--- src/rtl/watch_pkg.sv ---
// Shared watch definitions: FSM state encoding and hours-per-day constants.
// Latency: n/a (package only).
// Backpressure: n/a.
package watch_pkg;

    // Entry/run state encoding, shared by the hour and minute setters
    typedef enum logic [1:0] {
        S_TENS  = 2'd0,
        S_UNITS = 2'd1,
        S_RUN   = 2'd2
    } state_t;

    // Hours-per-day choices, shared with the display counter
    localparam int HOURS_24 = 24;
    localparam int HOURS_12 = 12;

endpackage

--- src/rtl/bcd2bin_2digit.sv ---
// Two BCD digits (tens, units) to binary, plus a flag for an out-of-range units digit.
// Latency: purely combinational.
// Backpressure: none; no state.
module bcd2bin_2digit #(
    parameter int W = 5
) (
    input  logic [3:0] i_tens,
    input  logic [3:0] i_units,
    output logic [W:0] o_bin,
    output logic       o_units_bad
);

    logic [W:0] w_t;
    logic [W:0] w_u;

    // Zero-extend both digits to the result width before shifting
    assign w_t = {{(W-3){1'b0}}, i_tens};
    assign w_u = {{(W-3){1'b0}}, i_units};

    // tens*10 as (t<<3)+(t<<1), evaluated at W+1 bits
    assign o_bin       = (w_t << 3) + (w_t << 1) + w_u;
    assign o_units_bad = (i_units > 4'd9);

endmodule

--- src/rtl/hour_bcd_setter.sv ---
// Accepts an hour as two BCD digits, range-checks it, loads it and then counts hours.
// Latency: hour_o/hour_valid_o update on the edge that accepts the units digit; err_o/day_tick_o are registered pulses.
// Backpressure: digit_ready_o is high only while awaiting a digit and set_i is low.
module hour_bcd_setter
    import watch_pkg::*;
#(
    parameter int HOURS = 24,
    parameter int W     = 5
) (
    input  logic         clk60m_i,
    input  logic         rstn_i,
    input  logic         set_i,
    input  logic [3:0]   digit_i,
    input  logic         digit_valid_i,
    output logic         digit_ready_o,
    output logic [W-1:0] hour_o,
    output logic         hour_valid_o,
    output logic         err_o,
    output logic         day_tick_o
);

    localparam logic [3:0]   TENS_MAX = 4'((HOURS - 1) / 10);
    localparam logic [W:0]   HOURS_V  = (W+1)'(HOURS);
    localparam logic [W-1:0] HOUR_MAX = W'(HOURS - 1);

    state_t       r_state;
    logic [3:0]   r_tens;
    logic [W-1:0] r_hour;
    logic         r_hour_vld;
    logic         r_err;
    logic         r_tick;

    state_t       w_state_nxt;
    logic [3:0]   w_tens_nxt;
    logic [W-1:0] w_hour_nxt;
    logic         w_hour_vld_nxt;
    logic         w_err_nxt;
    logic         w_tick_nxt;

    logic         w_xfer;
    logic [W:0]   w_bin;
    logic         w_units_bad;

    bcd2bin_2digit #(.W(W)) u_bcd2bin (
        .i_tens      (r_tens),
        .i_units     (digit_i),
        .o_bin       (w_bin),
        .o_units_bad (w_units_bad)
    );

    // set_i masks ready so a digit offered alongside it is never taken
    assign digit_ready_o = ((r_state == S_TENS) || (r_state == S_UNITS)) && !set_i;
    assign w_xfer        = digit_valid_i && digit_ready_o;

    // Next-state and next-output decode; set_i overrides everything
    always_comb begin
        w_state_nxt    = r_state;
        w_tens_nxt     = r_tens;
        w_hour_nxt     = r_hour;
        w_hour_vld_nxt = r_hour_vld;
        w_err_nxt      = 1'b0;
        w_tick_nxt     = 1'b0;
        if (set_i) begin
            w_state_nxt    = S_TENS;
            w_hour_vld_nxt = 1'b0;
        end else begin
            case (r_state)
                S_TENS: begin
                    if (w_xfer) begin
                        if (digit_i > TENS_MAX) begin
                            w_err_nxt = 1'b1;
                        end else begin
                            w_tens_nxt  = digit_i;
                            w_state_nxt = S_UNITS;
                        end
                    end
                end
                S_UNITS: begin
                    if (w_xfer) begin
                        if (w_units_bad || (w_bin >= HOURS_V)) begin
                            w_err_nxt   = 1'b1;
                            w_tens_nxt  = 4'd0;
                            w_state_nxt = S_TENS;
                        end else begin
                            // Load edge only; counting starts on the following edge
                            w_hour_nxt     = w_bin[W-1:0];
                            w_hour_vld_nxt = 1'b1;
                            w_state_nxt    = S_RUN;
                        end
                    end
                end
                S_RUN: begin
                    if (r_hour == HOUR_MAX) begin
                        w_hour_nxt = '0;
                        w_tick_nxt = 1'b1;
                    end else begin
                        w_hour_nxt = r_hour + 1'b1;
                    end
                end
                default: begin
                    w_state_nxt = S_TENS;
                end
            endcase
        end
    end

    // State and output registers, cleared immediately by reset
    always_ff @(posedge clk60m_i or negedge rstn_i) begin
        if (!rstn_i) begin
            r_state    <= S_TENS;
            r_tens     <= 4'd0;
            r_hour     <= '0;
            r_hour_vld <= 1'b0;
            r_err      <= 1'b0;
            r_tick     <= 1'b0;
        end else begin
            r_state    <= w_state_nxt;
            r_tens     <= w_tens_nxt;
            r_hour     <= w_hour_nxt;
            r_hour_vld <= w_hour_vld_nxt;
            r_err      <= w_err_nxt;
            r_tick     <= w_tick_nxt;
        end
    end

    assign hour_o       = r_hour;
    assign hour_valid_o = r_hour_vld;
    assign err_o        = r_err;
    assign day_tick_o   = r_tick;

endmodule

--- config.mk ---
export PLATFORM = sky130hd
export DESIGN_NAME = hour_bcd_setter
export DESIGN_NICKNAME = d
export VERILOG_FILES = /design/src/rtl/watch_pkg.sv /design/src/rtl/bcd2bin_2digit.sv /design/src/rtl/hour_bcd_setter.sv
export SDC_FILE = /design/constraint.sdc
export NUM_CORES = 1
export LEC_CHECK = 0
export ABC_AREA = 1
export ABC_CLOCK_PERIOD_IN_PS = 1950
export BUFFER_PORTS_ARGS = -buffer_cell sky130_fd_sc_hd__buf_2
export CAP_MARGIN = 20
export CORE_ASPECT_RATIO = 1.1
export CORE_UTILIZATION = 30
export DETAILED_ROUTE_END_ITERATION = 16
export GPL_TIMING_DRIVEN = 1
export PLACE_DENSITY = 0.5
export SLEW_MARGIN = 40
export SYNTH_ARGS = -nofsm -noshare
export SYNTH_HDL_FRONTEND = slang
export SYNTH_SLANG_ARGS = --single-unit
--- constraint.sdc ---
create_clock -name clk60m_i -period 1.95 [get_ports clk60m_i]
set_input_delay 0.195 -clock clk60m_i [delete_from_list [all_inputs] [get_ports clk60m_i]]
set_output_delay 0.195 -clock clk60m_i [all_outputs]
set_load 0.01 [all_outputs]
# Yosys cells after proc, flatten, opt, wreduce, memory -nomap -nowiden
# Cells that the tools add are included.
# word_totals
register_bits	14
# op_classes
bitwise_logic	1
n_eq_ne	13
muxes	28
n_reduce_logical	14
order_cmp	3
addsub	3
# op_table
operator	n
$mux W4	4
$mux W5	3
$mux W1	12
$ne A2 B2 Y1 const B	6
$mux W2	5
$pmux W5 S2	1
$ne A3 B3 Y1 const B	3
$pmux W4 S2	1
$reduce_and A4 Y1	2
$reduce_bool A2 Y1	4
$add A6 B4 Y6	1
$add A6 B5 Y6	1
$ge A6 B5 Y1 const B	1
$pmux W2 S3	1
$reduce_and A6 Y1	1
$add A5 B1 Y5 const B	1
$eq A5 B5 Y1 const B	1
$gt A4 B2 Y1 const B	1
$gt A4 B4 Y1 const B	1
$reduce_and A3 Y1	1
$eq A2 B1 Y1 const B	1
$eq A2 B2 Y1 const B	1
$logic_and A1 B1 Y1	2
$logic_not A2 Y1	1
other kinds (5)	6

# Logic depth before layout (Yosys ltp)
# logic_depth
depth_word	8
ltp_mapped	12
mapped_depth_nobuf	12

# By module
# Synthesis repeated with hierarchy kept, for this count alone.
# unflattened
cells_unflattened	130
area_unflattened_um2	1039.7
# by_module_without_submodules
mod	cells_each	instances	area_each_um2
hour_bcd_setter	101	1	829.5
bcd2bin_2digit	29	1	210.2

# Worst setup path before layout
# No wires, ideal clock.
# synth_path
path_kind	reg-to-reg
startpoint	register r_tens[2]
endpoint	register r_hour[0] (netlist: hour_o[0])
period_less_slack_ps	2088
path_stages_with_launch	10
arrival_time_ps	1971
slack_ps	-138
path_cell_list	dfrtp_1 -> fa_1 -> fa_1 -> inv_1 -> nor2_1 -> nor2_4 -> nand3_4 -> nand2_4 -> nand2_1 -> nand2_1
# synth_via
elab_chain_cells	6
# synth_lines
element	line_no	text
start: declaration	hour_bcd_setter.sv:27	logic [3:0] r_tens;
start signal: assignment	hour_bcd_setter.sv:118	r_tens <= w_tens_nxt;
$add A6 B5 Y6	bcd2bin_2digit.sv:21	assign o_bin = (w_t << 3) + (w_t << 1) + w_u;
$add A6 B4 Y6	bcd2bin_2digit.sv:21	
$ge A6 B5 Y1	hour_bcd_setter.sv:80	if (w_units_bad || (w_bin >= HOURS_V)) begin
$logic_or A1 B1 Y1	hour_bcd_setter.sv:80	
$ne A2 B2 Y1 (no line)	-	
$reduce_and A4 Y1 (no line)	-	
end signal: assignment	hour_bcd_setter.sv:119	r_hour <= w_hour_nxt;
end: declaration	hour_bcd_setter.sv:28	logic [W-1:0] r_hour;
# Every way passes these cells.
# A chain may end at the register's enable or synchronous reset.

# Worst setup path after layout
# layout_path
startpoint	register r_tens[0]
endpoint	register r_state[1]
# layout_via
elab_chain_cells	8
# layout_lines
element	line_no	text
$add A6 B5 Y6	bcd2bin_2digit.sv:21	
$add A6 B4 Y6	bcd2bin_2digit.sv:21	
$ge A6 B5 Y1	hour_bcd_setter.sv:80	
$logic_or A1 B1 Y1	hour_bcd_setter.sv:80	
$mux W2	hour_bcd_setter.sv:80	
$mux W2	hour_bcd_setter.sv:79	if (w_xfer) begin
$pmux W2 S3	hour_bcd_setter.sv:67	case (r_state)
$mux W2	hour_bcd_setter.sv:63	if (set_i) begin
end signal: assignment	hour_bcd_setter.sv:117	r_state <= w_state_nxt;
end: declaration	hour_bcd_setter.sv:26	state_t r_state;
# Every way passes these cells. The select of a mux whose other input is x is not followed.

==> out/results.ini <==
[timing]
finalWorstSetupSlack_ns=-0.161
finalMaxSlewViolations=0
timing.hold.ws_ns=0.100
max_slew.worst_pin.slew_ns=0.370
fmax_mhz=474
timing.final.hold_violations=0
timing.max_slew.rel_slack=0.751
final_period_util=1.08
final_period_minus_worst_setup_slack_ns=2.11
setup_violations=12
rsz_0062_raised_after_global_routing=true
finalClockSkew_ns=0.00279

[logic_synthesis]
post_synth_inst_count=127
postSynthNetCount=144
synth_top_area_cell=sky130_fd_sc_hd__dfrtp_1
synth_cell_types=23
avgSynthCellArea_sq_um=7.71
yosys.cell_count.top_type=sky130_fd_sc_hd__nand2_1
netlist_area_sq_um=980
yosys_warnings=0
synth_largest_type_area_fraction=0.358
synthTopCellsByArea=sky130_fd_sc_hd__dfrtp_1 36%, sky130_fd_sc_hd__nand2_1 13%, sky130_fd_sc_hd__ha_1 8.9%
netlist_top_cells_count=34 x sky130_fd_sc_hd__nand2_1, 16 x sky130_fd_sc_hd__inv_1, 14 x sky130_fd_sc_hd__dfrtp_1, 14 x sky130_fd_sc_hd__nor2_1, 11 x sky130_fd_sc_hd__nand3_1
postSynth.topFlopCell=sky130_fd_sc_hd__dfrtp_1
postSynthRegisterBits=14
synth_async_sr_flop_share=1.00
synth_edf_count=0
yosysSeqAreaShare=0.358

[floorplan]
design.die.area_sq_um=3500
floorplan.core_area_sq_um=3070
placement_rows=21
die_width_um=56.5
floorplan.initialDensity=0.319
die_h_um=61.9
top_level_ports=17

[clocking]
cts.root.buffer_cell=sky130_fd_sc_hd__clkbuf_4
max-clock-path-buffers=2
path_clk_slew_ns=0.09
tritoncts=done
tritoncts_buffer_count=3
clock_latency_on_the_worst_skew_pair_ns=0.28
numClockSinks=14
cts_max_level=1

[run]
drv.max_cap_violation_count=0

[outcome]
violations=setup timing
outcome=finished, violations left

[placement]
dpl_worst_slack_ns=-0.204
finalWeightedCongestion=0.842
dpl.cell_count=184
port_buffers=16
hpwl_um=1610

[final_layout]
nets=176
area_delta_synth_final_pct=27.3
post-route-util=0.406
antenna-diode-count=0
final_cells=192
fraction_of_final_layout_cells_sized_beyond_drive_strength_1=0.323

[global_route]
grt_overflow=0
globalRouteTotalUtil=0.121
grt_pass1_vias=750
first_pass_grt_wire_length_um=3210
pin_count_of_the_biggest_net_entering_global_routing=15
grt_antenna_before_repair=0

[worst_setup_path]
worst_r2r_endpoint=r_state[1]
timing.rr.start=r_tens[0]
arrival_time_of_the_worst_setup_path_ns=2.29
crit_required_ns=2.13
worst-setup-path-type=flop to flop
crit_path_end=r_state[1]
ff2ff_path_depth=10
critPathLaunch=r_tens[0]
worst_setup_slack_for_register_to_register_paths_ns=-0.16
critPathCaptureType=flop
worstSetupStartpointType=flop
path_max_fanout=7

[routing]
detailed_route_wire_length_per_cell_um=10.6
drt-initial-drc-count=24
post_drt_via_cell_ratio=4.54
drc_violations=0
antenna_left=0
wl_um=2040
drtPass1Iterations=4
dr_total_vias=871

[power_and_ir_drop]
power.clock.fraction=0.157
power_density_nw_per_um2=1080
vdd.ir_drop.worst_mv=0.638
seq_power_share=0.326
cellInternalPower_w=0.000810
post-layout-total-power_w=0.00134
cellLeakagePower_nw=0.668
switching_power_w=0.000533
p_comb_frac=0.517
swShare=0.397

[min_path]
hold_path_class=primary input to flop

## layout by cell type (no fill, tap or decap), types with 2 or more instances in the layout
cell	count
sky130_fd_sc_hd__clkbuf_4	3
sky130_fd_sc_hd__nand2_2	6
sky130_fd_sc_hd__o21ai_0	6
sky130_fd_sc_hd__nand2_1	31
sky130_fd_sc_hd__nor2_4	3
sky130_fd_sc_hd__xor2_1	2
sky130_fd_sc_hd__buf_4	10
sky130_fd_sc_hd__buf_2	16
sky130_fd_sc_hd__nor2_1	13
sky130_fd_sc_hd__ha_1	6
sky130_fd_sc_hd__inv_2	4
sky130_fd_sc_hd__inv_1	14
sky130_fd_sc_hd__nand3_1	11
sky130_fd_sc_hd__o22ai_1	3
sky130_fd_sc_hd__dfrtp_1	14
## layer usage
metal  GRT usage  share of wire  vias to the layer above
met3      0.0124          0.023                        4
met1       0.156           0.48                      388
met2       0.207           0.48                       12
met4      0.0627          0.017                        0
li1            -              -                      467
met5           0              0                        -
## critical path: stages, from the launching register on
cell                      delay, ns
sky130_fd_sc_hd__dfrtp_1       0.41
sky130_fd_sc_hd__buf_6         0.12
sky130_fd_sc_hd__ha_1          0.17
sky130_fd_sc_hd__ha_2          0.19
sky130_fd_sc_hd__fa_2          0.57
sky130_fd_sc_hd__inv_2         0.05
sky130_fd_sc_hd__nor2_4        0.09
sky130_fd_sc_hd__nor2_4        0.05
sky130_fd_sc_hd__nand3_4       0.12
sky130_fd_sc_hd__nand2_4       0.09
sky130_fd_sc_hd__buf_4         0.15
## kinds of logic (layout without fill, tap and decap cells)
group           count (synthesis)  count (layout)  synth area share
fa+ha+maj                       9               9             0.130
compound gates                 12              12            0.0677
xor+xnor                        3               3            0.0268
simple gates                   70              70             0.337
flops                          14              14             0.358
buf+inv                        19              50            0.0805
## final cells by class
type | count | area (sq um)
Multi-Input combinational cell | 94 | 574
Inverter | 18 | 67.6
Clock buffer | 4 | 36.3
Fill cell | 313 | 1830
Timing Repair Buffer | 28 | 176
Sequential cell | 14 | 350
Tap cell | 34 | 42.5
## state kept, by name, summed over array words and instances, names as in the netlist
register	cells
day_tick_o	1
err_o	1
hour_o	5
hour_valid_o	1
r_state	2
r_tens	4
## through the flow
step | TNS (ns) | cell area, sq um
final | -1.33 | 1250
after global routing | -2.54 | 1250
after CTS | -1.33 | 1220
after detailed placement | -2.00 | 1150
after global placement | -1.80 | 1150
after floorplan | -0.941 | 982
## repair_timing
item                       4_1_cts  5_1_grt
hold endpoints to repair        14        0
setup endpoints to repair       12       12
gates resized for setup          7        3
pin swaps                        8        2
hold buffers                     1        0
setup buffers                    1        2
## worst min-delay path by stage
stage               startpoint      endpoint  slack [ns]  cells past startpoint
floorplan               rstn_i    day_tick_o       -0.10                      0
global placement        rstn_i    r_state[0]        0.12                      1
detailed placement      rstn_i    r_state[0]        0.12                      1
CTS                      set_i  hour_valid_o        0.09                      2
global route             set_i  hour_valid_o         0.1                      2
finish                   set_i  hour_valid_o        0.10                      2
## power by group through the flow
| stage | Sequential [W] | Combinational, W | Clock (W) |
|---|---|---|---|
| floorplan | 0.000461 | 0.000368 | 0 |
| global placement | 0.000443 | 0.000632 | 0 |
| detailed placement | 0.000444 | 0.000619 | 0 |
| CTS | 0.000439 | 0.000670 | 0.000222 |
| global route | 0.000454 | 0.000789 | 0.000228 |
| finish | 0.000438 | 0.000694 | 0.000211 |
Power figures use the tool's default switching activity.
